File: config.mk
export PLATFORM = sky130hd
export DESIGN_NAME = sfu_acc_ctrl
export DESIGN_NICKNAME = d
export VERILOG_FILES = /design/src/rtl/sfu_acc_ctrl_pkg.sv /design/src/rtl/sfu_acc_ctrl_addr_gen.sv /design/src/rtl/sfu_acc_ctrl.sv
export SDC_FILE = /design/constraint.sdc
export NUM_CORES = 1
export LEC_CHECK = 0
export CAP_MARGIN = 10
export CORE_UTILIZATION = 58
export CTS_BUF_LIST = sky130_fd_sc_hd__clkbuf_2
export CTS_CLUSTER_DIAMETER = 150
export DETAILED_ROUTE_END_ITERATION = 6
export PLACE_DENSITY = 0.9
export SLEW_MARGIN = 5
export SYNTH_ARGS = -nofsm -noshare
export SYNTH_HDL_FRONTEND = slang
export SYNTH_HIERARCHICAL = 1
export SYNTH_SLANG_ARGS = --single-unit
File: constraint.sdc
create_clock -name clk -period 7.75 [get_ports clk]
set_input_delay 0.775 -clock clk [delete_from_list [all_inputs] [get_ports clk]]
set_output_delay 0.775 -clock clk [all_outputs]
set_load 0.1 [all_outputs]
File: src/rtl/sfu_acc_ctrl_pkg.sv
// Shared types and constants for the SFU accumulate/ReLU sequencer.
package sfu_acc_ctrl_pkg;

   localparam int ADDR_BW = 11;
   localparam int TAP_BW  = 4;

   localparam logic SFU_MODE_ACC  = 1'b1;
   localparam logic SFU_MODE_RELU = 1'b0;

   typedef enum logic [2:0] {
      ST_IDLE  = 3'd0,
      ST_CLR   = 3'd1,
      ST_RD    = 3'd2,
      ST_DRAIN = 3'd3,
      ST_RELU  = 3'd4,
      ST_WR    = 3'd5,
      ST_DONE  = 3'd6
   } state_t;

endpackage

File: src/rtl/sfu_acc_ctrl_addr_gen.sv
// Running psum/output address counters. Psum addresses advance by the row stride per tap,
// so base + k*num_out + o is formed without a multiplier; all arithmetic wraps.
module sfu_acc_ctrl_addr_gen
   import sfu_acc_ctrl_pkg::*;
#(
   parameter int addr_bw = ADDR_BW
)(
   input  logic               clk,
   input  logic               reset,
   input  logic               load,
   input  logic               step_tap,
   input  logic               step_out,
   input  logic [addr_bw-1:0] psum_base,
   input  logic [addr_bw-1:0] out_base,
   input  logic [addr_bw-1:0] stride,
   output logic [addr_bw-1:0] psum_ptr,
   output logic [addr_bw-1:0] out_ptr
);

   logic [addr_bw-1:0] row_base_reg;
   logic [addr_bw-1:0] stride_reg;
   logic [addr_bw-1:0] psum_ptr_reg;
   logic [addr_bw-1:0] out_ptr_reg;

   always_ff @(posedge clk) begin
      if (reset) begin
         row_base_reg <= '0;
         stride_reg   <= '0;
         psum_ptr_reg <= '0;
         out_ptr_reg  <= '0;
      end else if (load) begin
         row_base_reg <= psum_base;
         psum_ptr_reg <= psum_base;
         out_ptr_reg  <= out_base;
         stride_reg   <= stride;
      end else if (step_out) begin
         // next output row restarts its tap walk one column further on
         row_base_reg <= row_base_reg + addr_bw'(1);
         psum_ptr_reg <= row_base_reg + addr_bw'(1);
         out_ptr_reg  <= out_ptr_reg + addr_bw'(1);
      end else if (step_tap) begin
         psum_ptr_reg <= psum_ptr_reg + stride_reg;
      end
   end

   assign psum_ptr = psum_ptr_reg;
   assign out_ptr  = out_ptr_reg;

endmodule

File: src/rtl/sfu_acc_ctrl.sv
// Output-stage sequencer: per output row, clear the SFU, accumulate cfg_taps psum rows,
// apply one ReLU cycle and write the result row to output SRAM.
module sfu_acc_ctrl
   import sfu_acc_ctrl_pkg::*;
#(
   parameter int addr_bw = ADDR_BW,
   parameter int tap_bw  = TAP_BW
)(
   input  logic               clk,
   input  logic               reset,
   input  logic               start,
   input  logic               abort,
   input  logic [tap_bw-1:0]  cfg_taps,
   input  logic [addr_bw-1:0] cfg_num_out,
   input  logic [addr_bw-1:0] cfg_psum_base,
   input  logic [addr_bw-1:0] cfg_out_base,
   output logic               sfu_clr,
   output logic               sfu_mode,
   output logic               psum_cen,
   output logic [addr_bw-1:0] psum_addr,
   output logic               out_cen,
   output logic               out_wen,
   output logic [addr_bw-1:0] out_addr,
   output logic               busy,
   output logic               done
);

   state_t             state_reg;
   logic [tap_bw-1:0]  taps_reg;
   logic [tap_bw-1:0]  tap_reg;
   logic [addr_bw-1:0] num_out_reg;
   logic [addr_bw-1:0] row_reg;
   logic               load;
   logic               step_tap;
   logic               step_out;
   logic               last_tap;
   logic               last_row;
   logic [addr_bw-1:0] psum_ptr;
   logic [addr_bw-1:0] out_ptr;

   assign last_tap = (tap_reg == taps_reg - tap_bw'(1));
   assign last_row = (row_reg == num_out_reg - addr_bw'(1));

   // The pointer advances whenever its current value is captured into psum_addr.
   always_comb begin
      load     = 1'b0;
      step_tap = 1'b0;
      step_out = 1'b0;
      case (state_reg)
         ST_IDLE: load     = start;
         ST_CLR:  step_tap = 1'b1;
         ST_RD:   step_tap = !last_tap;
         ST_WR:   step_out = !last_row;
         default: ;
      endcase
   end

   sfu_acc_ctrl_addr_gen #(.addr_bw(addr_bw)) u_addr_gen (
      .clk       (clk),
      .reset     (reset),
      .load      (load),
      .step_tap  (step_tap),
      .step_out  (step_out),
      .psum_base (cfg_psum_base),
      .out_base  (cfg_out_base),
      .stride    (cfg_num_out),
      .psum_ptr  (psum_ptr),
      .out_ptr   (out_ptr)
   );

   always_ff @(posedge clk) begin
      if (reset) begin
         state_reg   <= ST_IDLE;
         taps_reg    <= '0;
         tap_reg     <= '0;
         num_out_reg <= '0;
         row_reg     <= '0;
         sfu_clr     <= 1'b0;
         sfu_mode    <= SFU_MODE_RELU;
         psum_cen    <= 1'b1;
         psum_addr   <= '0;
         out_cen     <= 1'b1;
         out_wen     <= 1'b1;
         out_addr    <= '0;
         busy        <= 1'b0;
         done        <= 1'b0;
      end else begin
         sfu_clr  <= 1'b0;
         sfu_mode <= SFU_MODE_RELU;
         psum_cen <= 1'b1;
         out_cen  <= 1'b1;
         out_wen  <= 1'b1;
         done     <= 1'b0;
         if (abort && state_reg != ST_IDLE) begin
            state_reg <= ST_IDLE;
            busy      <= 1'b0;
         end else begin
            case (state_reg)
               ST_IDLE: begin
                  if (start && !abort) begin
                     taps_reg    <= cfg_taps;
                     num_out_reg <= cfg_num_out;
                     tap_reg     <= '0;
                     row_reg     <= '0;
                     if (cfg_taps == '0 || cfg_num_out == '0) begin
                        state_reg <= ST_DONE;
                        done      <= 1'b1;
                     end else begin
                        state_reg <= ST_CLR;
                        sfu_clr   <= 1'b1;
                        busy      <= 1'b1;
                     end
                  end
               end
               ST_CLR: begin
                  // first read cycle has no data yet, so the SFU idles in ReLU on zero
                  state_reg <= ST_RD;
                  tap_reg   <= '0;
                  psum_cen  <= 1'b0;
                  psum_addr <= psum_ptr;
               end
               ST_RD: begin
                  sfu_mode <= SFU_MODE_ACC;
                  if (last_tap) begin
                     state_reg <= ST_DRAIN;
                  end else begin
                     tap_reg   <= tap_reg + tap_bw'(1);
                     psum_cen  <= 1'b0;
                     psum_addr <= psum_ptr;
                  end
               end
               ST_DRAIN: state_reg <= ST_RELU;
               ST_RELU: begin
                  state_reg <= ST_WR;
                  out_cen   <= 1'b0;
                  out_wen   <= 1'b0;
                  out_addr  <= out_ptr;
               end
               ST_WR: begin
                  if (last_row) begin
                     state_reg <= ST_DONE;
                     done      <= 1'b1;
                     busy      <= 1'b0;
                  end else begin
                     state_reg <= ST_CLR;
                     row_reg   <= row_reg + addr_bw'(1);
                     sfu_clr   <= 1'b1;
                  end
               end
               ST_DONE: state_reg <= ST_IDLE;
               default: state_reg <= ST_IDLE;
            endcase
         end
      end
   end

endmodule

**Word-level counts from Yosys, hierarchy flattened**

Cells that the tools add are included.

- Word-level logic and storage cells: 100
- Flip-flop bits (word level): 105
- Bits of input ports: 41

- Reductions and logical operators: 23
- Bitwise logic cells: 1
- Mux-type cells: 39
- $add $sub $neg: 7
- Eq/ne operators: 13

Operators with widths:

| kind | number |
|---|---|
| two-way mux 11 bit | 10 |
| case mux 11 bit (2 select lines) | 2 |
| adder 11 x 1 -> 11 bit, second input constant | 3 |
| case mux 3 bit (6 select lines) | 1 |
| two-way mux 1 bit | 14 |
| two-way mux 3 bit | 4 |
| inequality test 2 bit, second input constant | 6 |
| case mux 4 bit (3 select lines) | 1 |
| AND reduction 4 bit | 3 |
| adder 11 bit | 1 |
| == test 11 bit | 1 |
| logical NOT 11 bit | 1 |
| subtractor 11 x 1 -> 11 bit, second input constant | 1 |
| case mux 1 bit (2 select lines) | 5 |
| nonzero test 3 bit | 3 |
| two-way mux 4 bit | 2 |
| == test 3 x 2 -> 1 bit, second input constant | 2 |
| == test 3 bit, second input constant | 2 |
| AND reduction 3 bit | 2 |
| nonzero test 2 bit | 3 |
| adder 4 x 1 -> 4 bit, second input constant | 1 |
| == test 4 bit | 1 |
| logical NOT 4 bit | 1 |
| AND reduction 2 bit | 2 |
| other kinds (8) | 11 |

**Longest topological paths before layout**

Gate-level depths: netlist of the first run.

- Word-level depth: 7
- Depth in mapped cells: 14

**By module**

The synthesis of the first run kept the hierarchy.

By module, submodules not included:

| module | area each (um^2) | cells an instance | instances |
|---|---|---|---|
| sfu_acc_ctrl | 2972.9 | 356 | 1 |
| sfu_acc_ctrl_addr_gen | 2630.0 | 321 | 1 |

**Worst setup path after synthesis of the first run**

No wires, ideal clock.

- Kind: flip-flop to flip-flop
- From: register num_out_reg[0]
- To: register u_addr_gen.psum_ptr_reg[9] (netlist: u_addr_gen/psum_ptr[9])
- Library setup time: 62 ps
- Buffers on the path: 1
- Setup slack: 4740 ps
- Data arrival time: 2948 ps
- Clock period less this slack: 3010 ps
- Required time: 7688 ps
- Stages on the path, launching flop included: 13
- Cell sequence: dfxtp_1 inv_1 ha_1 nor2b_1 or3_1 a31oi_1 nand4_1 nor3_2 nor2_1 or2_0 clkbuf_1 or4b_1 nand3_1

- Longest elaborated chain between the ends: 6
- Elaborated cells on any way between the ends: 7

RTL lines:

| what | line | RTL |
|---|---|---|
| start, declared | sfu_acc_ctrl.sv:31 | `logic [addr_bw-1:0] num_out_reg;` |
| start signal, assigned | sfu_acc_ctrl.sv:102 | `num_out_reg <= cfg_num_out;` |
| subtractor 11 x 1 -> 11 bit (*) | sfu_acc_ctrl.sv:42 | `assign last_row = (row_reg == num_out_reg - addr_bw'(1));` |
| == test 11 bit (*) | sfu_acc_ctrl.sv:42 |  |
| logical NOT 1 bit (*) | sfu_acc_ctrl.sv:53 | `ST_WR: step_out = !last_row;` |
| two-way mux 1 bit (*) | sfu_acc_ctrl.sv:49 | `case (state_reg)` |
| via step_out | sfu_acc_ctrl.sv:35 | `logic step_out;` |
| two-way mux 11 bit | sfu_acc_ctrl_addr_gen.sv:36 | `end else if (step_out) begin` |
| two-way mux 11 bit | sfu_acc_ctrl_addr_gen.sv:31 | `end else if (load) begin` |
| end signal, assigned | sfu_acc_ctrl_addr_gen.sv:33 | `psum_ptr_reg <= psum_base;` |
| end signal, assigned | sfu_acc_ctrl_addr_gen.sv:39 | `psum_ptr_reg <= row_base_reg + addr_bw'(1);` |
| end signal, assigned | sfu_acc_ctrl_addr_gen.sv:42 | `psum_ptr_reg <= psum_ptr_reg + stride_reg;` |
| end, declared | sfu_acc_ctrl_addr_gen.sv:22 | `logic [addr_bw-1:0] psum_ptr_reg;` |

Mark *: on every way through the listed nets, which the timed path passes. The rest lies on a longest branch.
A chain may end at the register's enable or synchronous reset.

**Worst setup path after layout of the first run**

- From: register num_out_reg[0]
- To: register u_addr_gen.psum_ptr_reg[10] (netlist: u_addr_gen/psum_ptr[10])

The elaborated chain is that of the path after synthesis.

==> metrics.md, run 1 <==
| Metric | Value |
|---|---|
| Die ar. | 0.0101 mm² |
| Final setup vio count | 0 |
| Sequential cell area | 0.00210 mm² |
| Layout area overhead | 14.7% |
| Syn nets | 735 |
| Clk sinks | 105 |
| R2R cell count | 13 |
| Final max-slew violation count | 0 |
| Measured slew at the worst slew-check pin | 1.20 ns |
| Worst Hold Launch | out_addr[1]$_SDFFE_PP0P_ |
| Dpl hpwl | 9.94 mm |
| Ys flop type | dfxtp_1 |
| Total Wirelength | 13.6 mm |
| Seq/Total Area, Yosys | 37.5% |
| Initial Utilization | 60.4% |
| Worst Path Arrival | 4.52 ns |
| CP Max Fanout | 26 |
| Syn_area_per_cell | 8.28 µm² |
| CTS Hold Bufs | 0 |
| Total core area | 0.00928 mm² |
| Ys async rst share | 0% |
| Post-Route Skew | 0.0558 ns |
| Hold worst-path end | out_addr[1]$_SDFFE_PP0P_ |
| Number of antenna violations at the first check in global routing | 0 |
| Finished Core Util | 69.2% |
| Routed vias | 5073 |
| Pre-antenna DRT Iters | 5 |
| Grt ovf | 0 |
| DP Area | 0.00630 mm² |
| Post-synth top area cell | dfxtp_1 |
| VDD IR max | 0.000105 V |
| Commonest non-fill, non-tap cell in the layout | dfxtp_1 |
| Setup CP Type | reg -> reg |
| Tot Pwr | 0.00113 W |
| Crit start category | flip-flop |
| CTS tree | done |
| ANT cells | 0 |
| Share of layout cells above drive strength 1 | 5.50% |
| Post-route cell area | 0.00642 mm² |
| Min cycle time layout | 4.01 ns |
| Number of global-route vias before repair | 4763 |
| Hold Crit Class | reg -> reg |
| Clock buffers created by TritonCTS | 9 |
| Later-pin clock latency in the skew report | 0.58 ns |
| Multi-input logic area | 0.00327 mm² |
| FF+latch count, synth | 105 |
| CTS H-tree lvls | 3 |
| Commonest cells after routing, fill and taps aside | dfxtp_1 (105), nand2_1 (99), nor2_1 (71) |
| Synth Cell Area | 0.00560 mm² |
| Post-synth EDFFs | 0 |
| Synth cell types | 78 |
| Max Clock Freq | 249 MHz |
| Unrepaired setup endpoints after global routing | false |
| Status | completed |
| Die Width | 100 µm |
| Ranking of synthesized cells by area | dfxtp_1 (38%), nand2_1 (6.6%), a21oi_1 (6.0%) |
| Worst R2R Start | num_out_reg[0]$_SDFFE_PP0P_ |
| Leakage power | 2.44 nW |
| Post-CTS setup buffers | 0 |
| WP data required | 8.26 ns |
| Mapped Cells | 677 |
| First-pass GRT wire length | 22.4 mm |
| Max-Cap Viols | 0 |
| Synth warn | 6 |
| Reg clk slew, reported paths | 0.34 ns |
| Clk root buf | clkbuf_2 |
| Max transition margin | 19.5% |
| DRC viols | 0 |
| Via/cell ratio | 5.93 |
| Final hold vios | 0 |
| CTS resizes | 0 |
| Part of the cycle the worst path needs | 51.8% |
| Worst hold slack | 0.474 ns |
| Initial DRC count | 336 |
| Pwr dens | 176 mW/mm² |
| Crit Reg-Reg Endpoint | u_addr_gen/psum_ptr[10]$_SDFFE_PP0P_ |
| # nets final | 780 |
| Remaining antenna violation count | 0 |
| Gpl congestion | 0.839 |
| Routed WL per cell | 15.9 µm |
| CTS max path bufs | 2 |
| Fillers | 775 |
| Port bufs | 69 |
| I/O pin total | 70 |
| CP endpoint kind | flip-flop |
| Yosys top cell area share | 37.5% |
| Reg2Reg Setup Slack | 3.74 ns |
| Setup TNS | 0 ns |
| GR Util All Layers | 27.7% |
| Largest net degree at the start of global routing | 89 |
| Rows | 35 |
| Hold Path Depth | 2 |
| Die Span Y | 100 µm |
-- report_power, final --
part / switching [W] / leakage (nW) / internal [W] / total (W)
Sequential: 0.0000356 / 0.857 / 0.000573 / 0.000608
Clock: 0.000206 / 0.0721 / 0.0000552 / 0.000262
Combinational: 0.000152 / 1.51 / 0.000107 / 0.000259
-- through the flow --
| stage | worst slack (ns) | instances |
|---|---|---|
| global route | 3.39 | 856 |
| CTS | 3.81 | 856 |
| finish | 3.74 | 856 |
| global placement | 4.08 | 840 |
| detailed placement | 3.91 | 840 |
| floorplan | 4.74 | 677 |
-- worst max-delay path: stages (launching register included) --
cell,delay (ns)
dfxtp_1,0.52
inv_1,0.09
ha_1,0.29
nor2b_1,0.16
or3_1,0.34
a31oi_1,0.16
nand4_1,0.17
nor3_2,0.44
nor2_1,0.09
buf_4,0.24
nor2_1,0.75
o2111ai_1,0.24
a2bb2oi_1,0.19
a311oi_1,0.24
-- per-layer routing --
| layer | part of all wire (%) | wire length, µm | track usage, % |
|---|---|---|---|
| met2 | 49 | 6620 | 47.4 |
| met5 | 0 | 0 | 0 |
| met4 | 2.1 | 284 | 9.92 |
| met1 | 44 | 5950 | 35.8 |
| met3 | 5.7 | 779 | 3.62 |
-- worst max-delay path by stage --
stage,cells past startpoint,startpoint,to,slack [ns]
final,13,num_out_reg[0]$_SDFFE_PP0P_,u_addr_gen/psum_ptr[10]$_SDFFE_PP0P_,3.74
after global routing,13,num_out_reg[0]$_SDFFE_PP0P_,u_addr_gen/psum_ptr[10]$_SDFFE_PP0P_,3.39
after CTS,13,num_out_reg[0]$_SDFFE_PP0P_,u_addr_gen/psum_ptr[10]$_SDFFE_PP0P_,3.81
after detailed placement,13,num_out_reg[0]$_SDFFE_PP0P_,u_addr_gen/psum_ptr[10]$_SDFFE_PP0P_,3.91
after global placement,13,num_out_reg[0]$_SDFFE_PP0P_,u_addr_gen/psum_ptr[10]$_SDFFE_PP0P_,4.08
after floorplan,12,num_out_reg[0]$_SDFFE_PP0P_,u_addr_gen/psum_ptr[9]$_SDFFE_PP0P_,4.74
-- kinds of logic after synthesis --
family / after synthesis / share of synthesized area (%)
compound gates: 155 / 18.4
fa+ha+maj: 17 / 3.93
flops: 105 / 37.5
mux: 26 / 4.73
simple gates: 276 / 24.2
xor+xnor: 46 / 7.19
buf+inv: 52 / 4.11
-- cell type report --
type	count	share of cell area, %
clock buffers	9	0.701
clock inverters	7	1.25
inverters	13	0.759
multi-input cells	520	50.9
flip-flops and latches	105	32.7
well taps	129	2.51
repair buffers	73	11.1
-- Yosys cell counts, types with 5 or more instances --
master and count:
a211oi_1 9, a21oi_1 67, a31oi_1 7, and3_1 12, buf_2 7, clkbuf_1 27, dfxtp_1 105, ha_1 16
inv_1 13, mux2i_1 25, nand2_1 99, nand3_1 15, nand4_1 17, nor2_1 71, nor2b_1 5, nor3_1 12
o211ai_1 7, o21a_1 8, o21ai_0 9, or4_1 8, xnor2_1 27, xor2_1 19
(Power assumes the default switching activity.)
==> inputs of run 2 (changes only) <==
- clock period: 7.75 -> 3.7 ns (I/O delays scaled with it)
==> run 2 against run 1 <==
  * Clock skew fell by 0.0068 ns
  * Final area up 0.99%
  * Combinational power is 110% higher
  * Critical path depth is the same
  * Maximum frequency is 19% higher
  * First-iteration DRC count up 15%
  * Clock-buffer cell count is the same
  * Critical endpoint is now u_addr_gen/psum_ptr[9]$_SDFFE_PP0P_
  * Global-route usage fell by 0.17 points
  * Clock power grew 110%
  * Die area stayed put
==> metrics.md, run 2 (same netlist as run 1, synthesis figures left out) <==
| Metric | Value |
|---|---|
| Status | completed |
| Gate power share | 23.3% (+0.4 points) |
| Routed WL per cell | 15.6 µm (-2.2%) |
| Critical-path cell list | inv_1 -> ha_1 -> nor4b_1 -> and3_1 -> xnor2_1 -> nand4_1 -> nor3_2 -> nor2_2 -> nor2b_1 -> nand2_1 -> o221ai_1 -> o21ai_0 -> nand3_1 |
| Clk sinks | 105 (unchanged) |
| WP data required | 4.25 ns (-4.01 ns) |
| CP max stage delay | 0.54 ns (-0.21 ns) |
| Hold Path Depth | 2 (unchanged) |
| Commonest non-fill, non-tap cell in the layout | dfxtp_1 |
| Hold Crit Class | in -> reg |
| Later-pin clock latency in the skew report | 0.61 ns (+0.03 ns) |
| Number of global-route vias before repair | 4734 (-0.61%) |
| Grt ovf | 0 (unchanged) |
| Remaining antenna violation count | 0 (unchanged) |
| VDD IR max | 0.000167 V (+59%) |
| Initial Utilization | 60.4% (unchanged) |
| Multi-input logic area | 0.00327 mm² (about the same) |
| Seq pwr share | 53.7% (-0.2 points) |
| CP Max Fanout | 11 (-58%) |
| Unrepaired setup endpoints after global routing | false |
| Final setup vio count | 0 (unchanged) |
| Die Width | 100 µm (unchanged) |
| Clock buffers created by TritonCTS | 9 (unchanged) |
| Part of the cycle the worst path needs | 91.5% (+40 points) |
| Setup TNS | 0 ns (unchanged) |
| Switching power share of the total | 34.7% (-0.23 points) |
| CTS H-tree lvls | 3 (unchanged) |
| I/O pin total | 70 (unchanged) |
| CTS tree | done |
| Port bufs | 69 (unchanged) |
| Total Wirelength | 13.5 mm (-1.2%) |
| First-pass GRT wire length | 22.2 mm (-0.89%) |
| Worst Path Arrival | 3.94 ns (-0.58 ns) |
| Fillers | 764 (-1.4%) |
| Final max-slew violation count | 0 (unchanged) |
| Worst R2R Start | num_out_reg[0]$_SDFFE_PP0P_ |
| Commonest cells after routing, fill and taps aside | dfxtp_1 (105), nand2_1 (99), nor2_1 (70) |
| Max transition margin | 32.5% (+13 points) |
| Layout area overhead | 15.8% |
| Post-Route Skew | 0.0490 ns (-0.00685 ns) |
| Min cycle time layout | 3.39 ns (-0.627 ns) |
| Psw | 0.000823 W (+110%) |
| Post-route setup slack | 0.314 ns (-3.42 ns) |
| Die ar. | 0.0101 mm² (unchanged) |
| Reg2Reg Setup Slack | 0.31 ns (-3.42 ns) |
| Pwr dens | 366 mW/mm² (+110%) |
| Crit start category | flip-flop |
| Pre-antenna DRT Iters | 7 (+2) |
| CTS max path bufs | 2 (unchanged) |
| Clock power share | 23.0% (-0.2 points) |
| Finished Core Util | 69.9% (+0.69 points) |
| Largest net degree at the start of global routing | 53 (-40%) |
| Hold worst-path end | u_addr_gen/out_ptr[4]$_SDFFE_PP0P_ |
| Clk root buf | clkbuf_2 |
| Initial DRC count | 385 (+15%) |
| Rows | 35 (unchanged) |
| R2R cell count | 13 (unchanged) |
| Crit Reg-Reg Endpoint | u_addr_gen/psum_ptr[9]$_SDFFE_PP0P_ |
| Dpl hpwl | 10.0 mm (+0.73%) |
| Leakage power | 2.48 nW (+1.8%) |
| Worst Hold Launch | reset |
| Die Span Y | 100 µm (unchanged) |
| Crit path max-delay cell type | nor2b_1 |
| ANT cells | 0 (unchanged) |
| Gpl congestion | 0.879 (+4.7%) |
| Share of layout cells above drive strength 1 | 6.67% (+1.2 points) |
| Tot Pwr | 0.00237 W (+110%) |
| DRC viols | 0 (unchanged) |
| Setup CP Type | reg -> reg |
| CTS Hold Bufs | 0 (unchanged) |
| # nets final | 788 (+1.0%) |
| Number of antenna violations at the first check in global routing | 0 (unchanged) |
| Sequential cell area | 0.00210 mm² (unchanged) |
| Reg clk slew, reported paths | 0.35 ns (about the same) |
| Dpl ws | 0.254 ns (-3.65 ns) |
| CP endpoint kind | flip-flop |
| P_int | 0.00155 W (+110%) |
| Measured slew at the worst slew-check pin | 0.999 ns (-0.201 ns) |
| Via/cell ratio | 5.98 (+0.83%) |
| Total core area | 0.00928 mm² (unchanged) |
| GR Util All Layers | 27.5% (-0.17 points) |
| Routed vias | 5163 (+1.8%) |
| Max-Cap Viols | 0 (unchanged) |
| Final hold vios | 0 (unchanged) |
| Max Clock Freq | 295 MHz (+19%) |
## run 2: cell types whose count changed in the layout (fill, tap and decap cells not counted), sizes merged
cell	before	now
clkinvlp	1	0
inv	16	17
buf	5	13
## run 2: worst max-delay path: cells and delay by family, from the launching register on
kind / cells / cell delay (ns)
fa+ha+maj: 1 / 0.29
buf+inv: 1 / 0.10
xor+xnor: 1 / 0.07
simple gates: 8 / 2.12
flops: 1 / 0.44
compound gates: 2 / 0.35
## run 2: worst max path at each step
stage / startpoint / end / slack, ns / depth (start not counted)
after global placement: num_out_reg[0]$_SDFFE_PP0P_ / u_addr_gen/psum_ptr[9]$_SDFFE_PP0P_ / 0.46 / 13
after CTS: num_out_reg[0]$_SDFFE_PP0P_ / u_addr_gen/psum_ptr[9]$_SDFFE_PP0P_ / 0.23 / 13
after global routing: num_out_reg[0]$_SDFFE_PP0P_ / u_addr_gen/psum_ptr[9]$_SDFFE_PP0P_ / 0.12 / 13
after detailed placement: num_out_reg[0]$_SDFFE_PP0P_ / u_addr_gen/psum_ptr[9]$_SDFFE_PP0P_ / 0.25 / 13
after floorplan: num_out_reg[0]$_SDFFE_PP0P_ / u_addr_gen/psum_ptr[9]$_SDFFE_PP0P_ / 0.69 / 12
final: num_out_reg[0]$_SDFFE_PP0P_ / u_addr_gen/psum_ptr[9]$_SDFFE_PP0P_ / 0.31 / 13
## run 2: final cells by class
| cell class | instances | share of cell area, % |
|---|---|---|
| Multi-Input combinational cell | 520 | 50.5 |
| Timing Repair Buffer | 81 | 12.0 |
| Sequential cell | 105 | 32.4 |
| Clock inverter | 7 | 1.25 |
| Tap cell | 129 | 2.49 |
| Clock buffer | 9 | 0.694 |
| Inverter | 13 | 0.752 |
## run 2: power by group through the flow
stage | clock network [W] | logic [W] | registers, W
after detailed placement | 0 | 0.000542 | 0.00129
after CTS | 0.000558 | 0.000545 | 0.00127
after floorplan | 0 | 0.000365 | 0.00131
final | 0.000545 | 0.000553 | 0.00127
after global routing | 0.000611 | 0.000604 | 0.00128
after global placement | 0 | 0.000526 | 0.00129
## run 2: what timing repair did
item                                    in CTS  in global routing
setup buffers                                0                  0
endpoints found under the setup margin       0                  7
gates resized for setup                      0                  1
## run 2: layer usage
metal  share of wire (%)  routed length (µm)  up-vias  track usage [%]
li1                    -                   -     2520                -
met1                  42                5720     2421             34.7
met2                  50                6680      194             48.5
met3                 6.2                 833       28             4.39
met4                 1.8                 236        0             8.03
met5                   0                   0        -                0
## run 2: through the flow
step	area, µm²	hold slack (ns)	instances
after floorplan	5600	0.444	677
after global placement	6360	0.447	848
after detailed placement	6360	0.449	848
after CTS	6490	0.226	864
after global routing	6490	0.228	864
final	6490	0.256	864
==> inputs of run 3 (changes only) <==
- ABC_AREA: unset -> 1
==> run 3 against run 2 <==
  * Non-clock buffer count is 8 lower
  * Largest power group is now combinational cells
  * Register-to-register slack better by 0.57 ns
  * Highest routed layer unchanged
  * Cell count rose by 23%
  * Utilization shrank 1.3 points
  * Clock power increased by 13%
  * Synthesized cell count rose by 28%
  * Final area grew 2.9%
  * Maximum frequency is 20% higher
==> metrics.md, run 3 <==
| Metric | Value |
|---|---|
| Mux cell area share after synthesis | 0% (-4.7 points) |
| Synth warn | 6 (unchanged) |
| Ranking of synthesized cells by area | dfxtp_1 (36%), nand2_1 (12%), nor2_1 (9.8%) |
| First-pass GRT wire length | 22.9 mm (+3.2%) |
| Crit path max-delay cell type | dfxtp_1 |
| GR Layer Usage met1 | 38.4% (+3.6 points) |
| Via/cell ratio | 5.47 (-8.4%) |
| P_int | 0.00228 W (+47%) |
| Post-CTS setup buffers | 0 (unchanged) |
| GR Util All Layers | 28.0% (+0.47 points) |
| Commonest non-fill, non-tap cell in the layout | nand2_1 |
| Synth cell types | 43 (-45%) |
| Max Clock Freq | 355 MHz (+20%) |
| Number of antenna violations at the first check in global routing | 0 (unchanged) |
| CP max stage delay | 0.38 ns (-0.16 ns) |
| Placed Instances | 1047 (+23%) |
| Layout area overhead | 15.2% |
| Reg2Reg Setup Slack | 0.88 ns (+0.57 ns) |
| Post-synth top cells | nand2_1 (186), nor2_1 (152), dfxtp_1 (105), inv_1 (82), o21ai_0 (78) |
| Later-pin clock latency in the skew report | 0.62 ns (about the same) |
| Clock power share | 14.0% (-9.0 points) |
| Status | completed |
| CTS max path bufs | 2 (unchanged) |
| Die ar. | 0.0104 mm² (+3.3%) |
| Pre-antenna DRT Iters | 5 (-2) |
| Post-route cell area | 0.00668 mm² (+2.9%) |
| Share of layout cells above drive strength 1 | 5.38% (-1.3 points) |
| Routed vias | 5816 (+13%) |
| Syn_area_per_cell | 6.67 µm² (-19%) |
| Max-Cap Viols | 0 (unchanged) |
| Post-route setup slack | 0.884 ns (+0.570 ns) |
| Post-Route Skew | 0.0283 ns (-0.0207 ns) |
| Setup CP Type | reg -> reg |
| Gpl congestion | 0.938 (+6.8%) |
| Commonest cells after routing, fill and taps aside | nand2_1 (186), nor2_1 (151), dfxtp_1 (105) |
| Fillers | 852 (+12%) |
| Post-synth EDFFs | 0 (unchanged) |
| CTS Hold Bufs | 0 (unchanged) |
| CTS H-tree lvls | 3 (unchanged) |
| Min cycle time layout | 2.82 ns (-0.570 ns) |
| CTS resizes | 0 (unchanged) |
| Max transition margin | 34.2% (+1.7 points) |
| Initial Utilization | 59.6% (-0.80 points) |
| Remaining antenna violation count | 0 (unchanged) |
| Dpl hpwl | 10.7 mm (+6.5%) |
| Grt ovf | 0 (unchanged) |
| Mapped Cells | 869 (+28%) |
| Clk root buf | clkbuf_2 |
| DP Area | 0.00654 mm² (+2.8%) |
| Final hold vios | 0 (unchanged) |
| Unrepaired setup endpoints after global routing | false |
| Finished Core Util | 68.6% (-1.3 points) |
| Post-Synth Simple-Gate Area | 32.5% (+8.3 points) |
| Gr busiest metal | met2 |
| Total core area | 0.00973 mm² (+4.8%) |
| Post-synthesis adder-cell area fraction | 3.80% (-0.13 points) |
| I/O pin total | 70 (unchanged) |
| Part of the cycle the worst path needs | 76.1% (-15 points) |
| Setup TNS | 0 ns (unchanged) |
| Synth Cell Area | 0.00579 mm² (+3.4%) |
| # nets final | 983 (+25%) |
| Multi-input logic area | 0.00320 mm² (-2.2%) |
| Dpl ws | 1.04 ns (+0.785 ns) |
| Critical-path cell list | inv_1 -> ha_1 -> nand2_1 -> nor2_1 -> nand2_1 -> nand2_1 -> nand2_1 -> nand2_1 -> clkinv_1 -> nand2_1 -> nor2_2 -> nand2_1 -> nand2_2 -> inv_1 -> inv_2 -> nor2_4 -> inv_2 -> a21oi_1 -> o21ai_1 -> nand2_1 -> nor2_1 -> a21oi_1 |
| Initial DRC count | 488 (+27%) |
| CP delay by family, top | simple AND/OR/NAND/NOR gates |
| Syn nets | 927 (+26%) |
| Most frequent CP cell | nand2_1 |
| WP data required | 4.25 ns (about the same) |
| Measured slew at the worst slew-check pin | 0.983 ns (-0.0156 ns) |
| CP Max Fanout | 11 (unchanged) |
| CP Buf/Inv Count | 5 (+4) |
| Hold Crit Class | in -> reg |
| ANT cells | 0 (unchanged) |
| Total Wirelength | 14.2 mm (+5.2%) |
| Final setup vio count | 0 (unchanged) |
| Yosys top cell area share | 36.3% (-1.2 points) |
| CP endpoint kind | flip-flop |
| Rows | 36 (+2.9%) |
| Gate power share | 49.8% (+27 points) |
| Sequential cell area | 0.00210 mm² (unchanged) |
| Final max-slew violation count | 0 (unchanged) |
| Largest net degree at the start of global routing | 33 (-38%) |
| Non-filler cells, final | 1063 (+23%) |
| Seq pwr share | 36.2% (-18 points) |
| Psw | 0.00212 W (+160%) |
| Leakage power | 2.85 nW (+15%) |
| Synth Area in Compound Gates | 15.0% (-3.3 points) |
| Worst Path Arrival | 3.36 ns (-0.58 ns) |
| Post-Synth XOR/XNOR Area | 3.93% (-3.3 points) |
| Routed WL per cell | 13.3 µm (-15%) |
| Switching power share of the total | 48.2% (+14 points) |
| Post-synth top area cell | dfxtp_1 |
| Met2 global-route usage | 44.0% (-4.5 points) |
| Met3 Use GR | 4.99% (+0.61 points) |
| CTS tree | done |
| Reg clk slew, reported paths | 0.29 ns (-0.06 ns) |
| Clock buffers created by TritonCTS | 9 (unchanged) |
| Clk sinks | 105 (unchanged) |
| FF+latch count, synth | 105 (unchanged) |
| Top-count cell post-synth | nand2_1 |
| Largest family of logic cells by synthesized area | simple AND/OR/NAND/NOR gates |
| Die Width | 102 µm (+1.7%) |
| Die Span Y | 102 µm (+1.7%) |
| Ys async rst share | 0% (unchanged) |
| Number of global-route vias before repair | 5071 (+7.1%) |
| Ys flop type | dfxtp_1 |
| Port bufs | 69 (unchanged) |
| Pwr dens | 660 mW/mm² (+80%) |
| Crit start category | flip-flop |
| VDD IR max | 0.000337 V (+100%) |
| DRC viols | 0 (unchanged) |
| Seq/Total Area, Yosys | 36.3% (-1.2 points) |
[run 3: cell count changes in the layout (fill, tap and decap cells not counted), moves of 8 or more]
cell     change
and3_1      -12
inv_1       +69
xnor2_1     -18
nand3_1     +39
nand2_1     +87
buf_4        -8
nand4_1     -10
o21ai_0     +69
nor2_1      +81
mux2i_1     -25
a21oi_1     -12
[run 3: metal layers]
layer,part of all wire (%),vias to the layer above
met3,7.1,31
li1,-,2921
met1,47,2626
met2,44,238
met5,0,-
met4,2.2,0
[run 3: final cells by class]
| class | instances | area share, % |
|---|---|---|
| Clock buffer | 9 | 0.675 |
| Clock inverter | 7 | 1.41 |
| Sequential cell | 105 | 31.5 |
| Timing Repair Buffer | 73 | 10.8 |
| Inverter | 91 | 5.15 |
| Multi-Input combinational cell | 645 | 48.0 |
| Tap cell | 133 | 2.49 |
[run 3: through the flow]
| step | power [W] | hold WS (ns) |
|---|---|---|
| floorplan | 0.00330 | 0.439 |
| global placement | 0.00372 | 0.465 |
| detailed placement | 0.00377 | 0.471 |
| CTS | 0.00438 | 0.322 |
| global route | 0.00473 | 0.299 |
| finish | 0.00441 | 0.324 |
[run 3: kinds of logic (layout without fill, tap and decap cells)]
group	count (synthesis)	count (layout)
xor gates and xnor gates	26	26
adders and majority gates	17	17
buffers and inverters	119	180
DFF	105	105
and+or+nand+nor	439	439
AOI/OAI and AO/OA	163	163
[run 3: power groups by stage]
stage	logic, W	registers [W]	clock network [W]
6_report	0.00219	0.00160	0.000615
5_1_grt	0.00244	0.00162	0.000665
4_1_cts	0.00217	0.00159	0.000619
3_5_place_dp	0.00216	0.00161	0
3_3_place_gp	0.00211	0.00161	0
2_1_floorplan	0.00143	0.00186	0
[run 3: worst reg2reg max path: cells and delay by family (launching register included)]
family          cells  cell delay (ns)
flops               1             0.38
fa+ha+maj           1             0.23
compound gates      3             0.36
buf+inv             5             0.64
simple gates       13             1.14
[run 3: path summary, 6_finish.rpt]
path,from,cells after the start,end
worst max-delay path,num_out_reg[0]$_SDFFE_PP0P_,22,u_addr_gen/psum_ptr[8]$_SDFFE_PP0P_
worst min-delay path,cfg_out_base[9],3,u_addr_gen/out_ptr[9]$_SDFFE_PP0P_
worst max register to register,num_out_reg[0]$_SDFFE_PP0P_,22,u_addr_gen/psum_ptr[8]$_SDFFE_PP0P_
worst min register to register,taps_reg[1]$_SDFFE_PP0P_,2,taps_reg[1]$_SDFFE_PP0P_
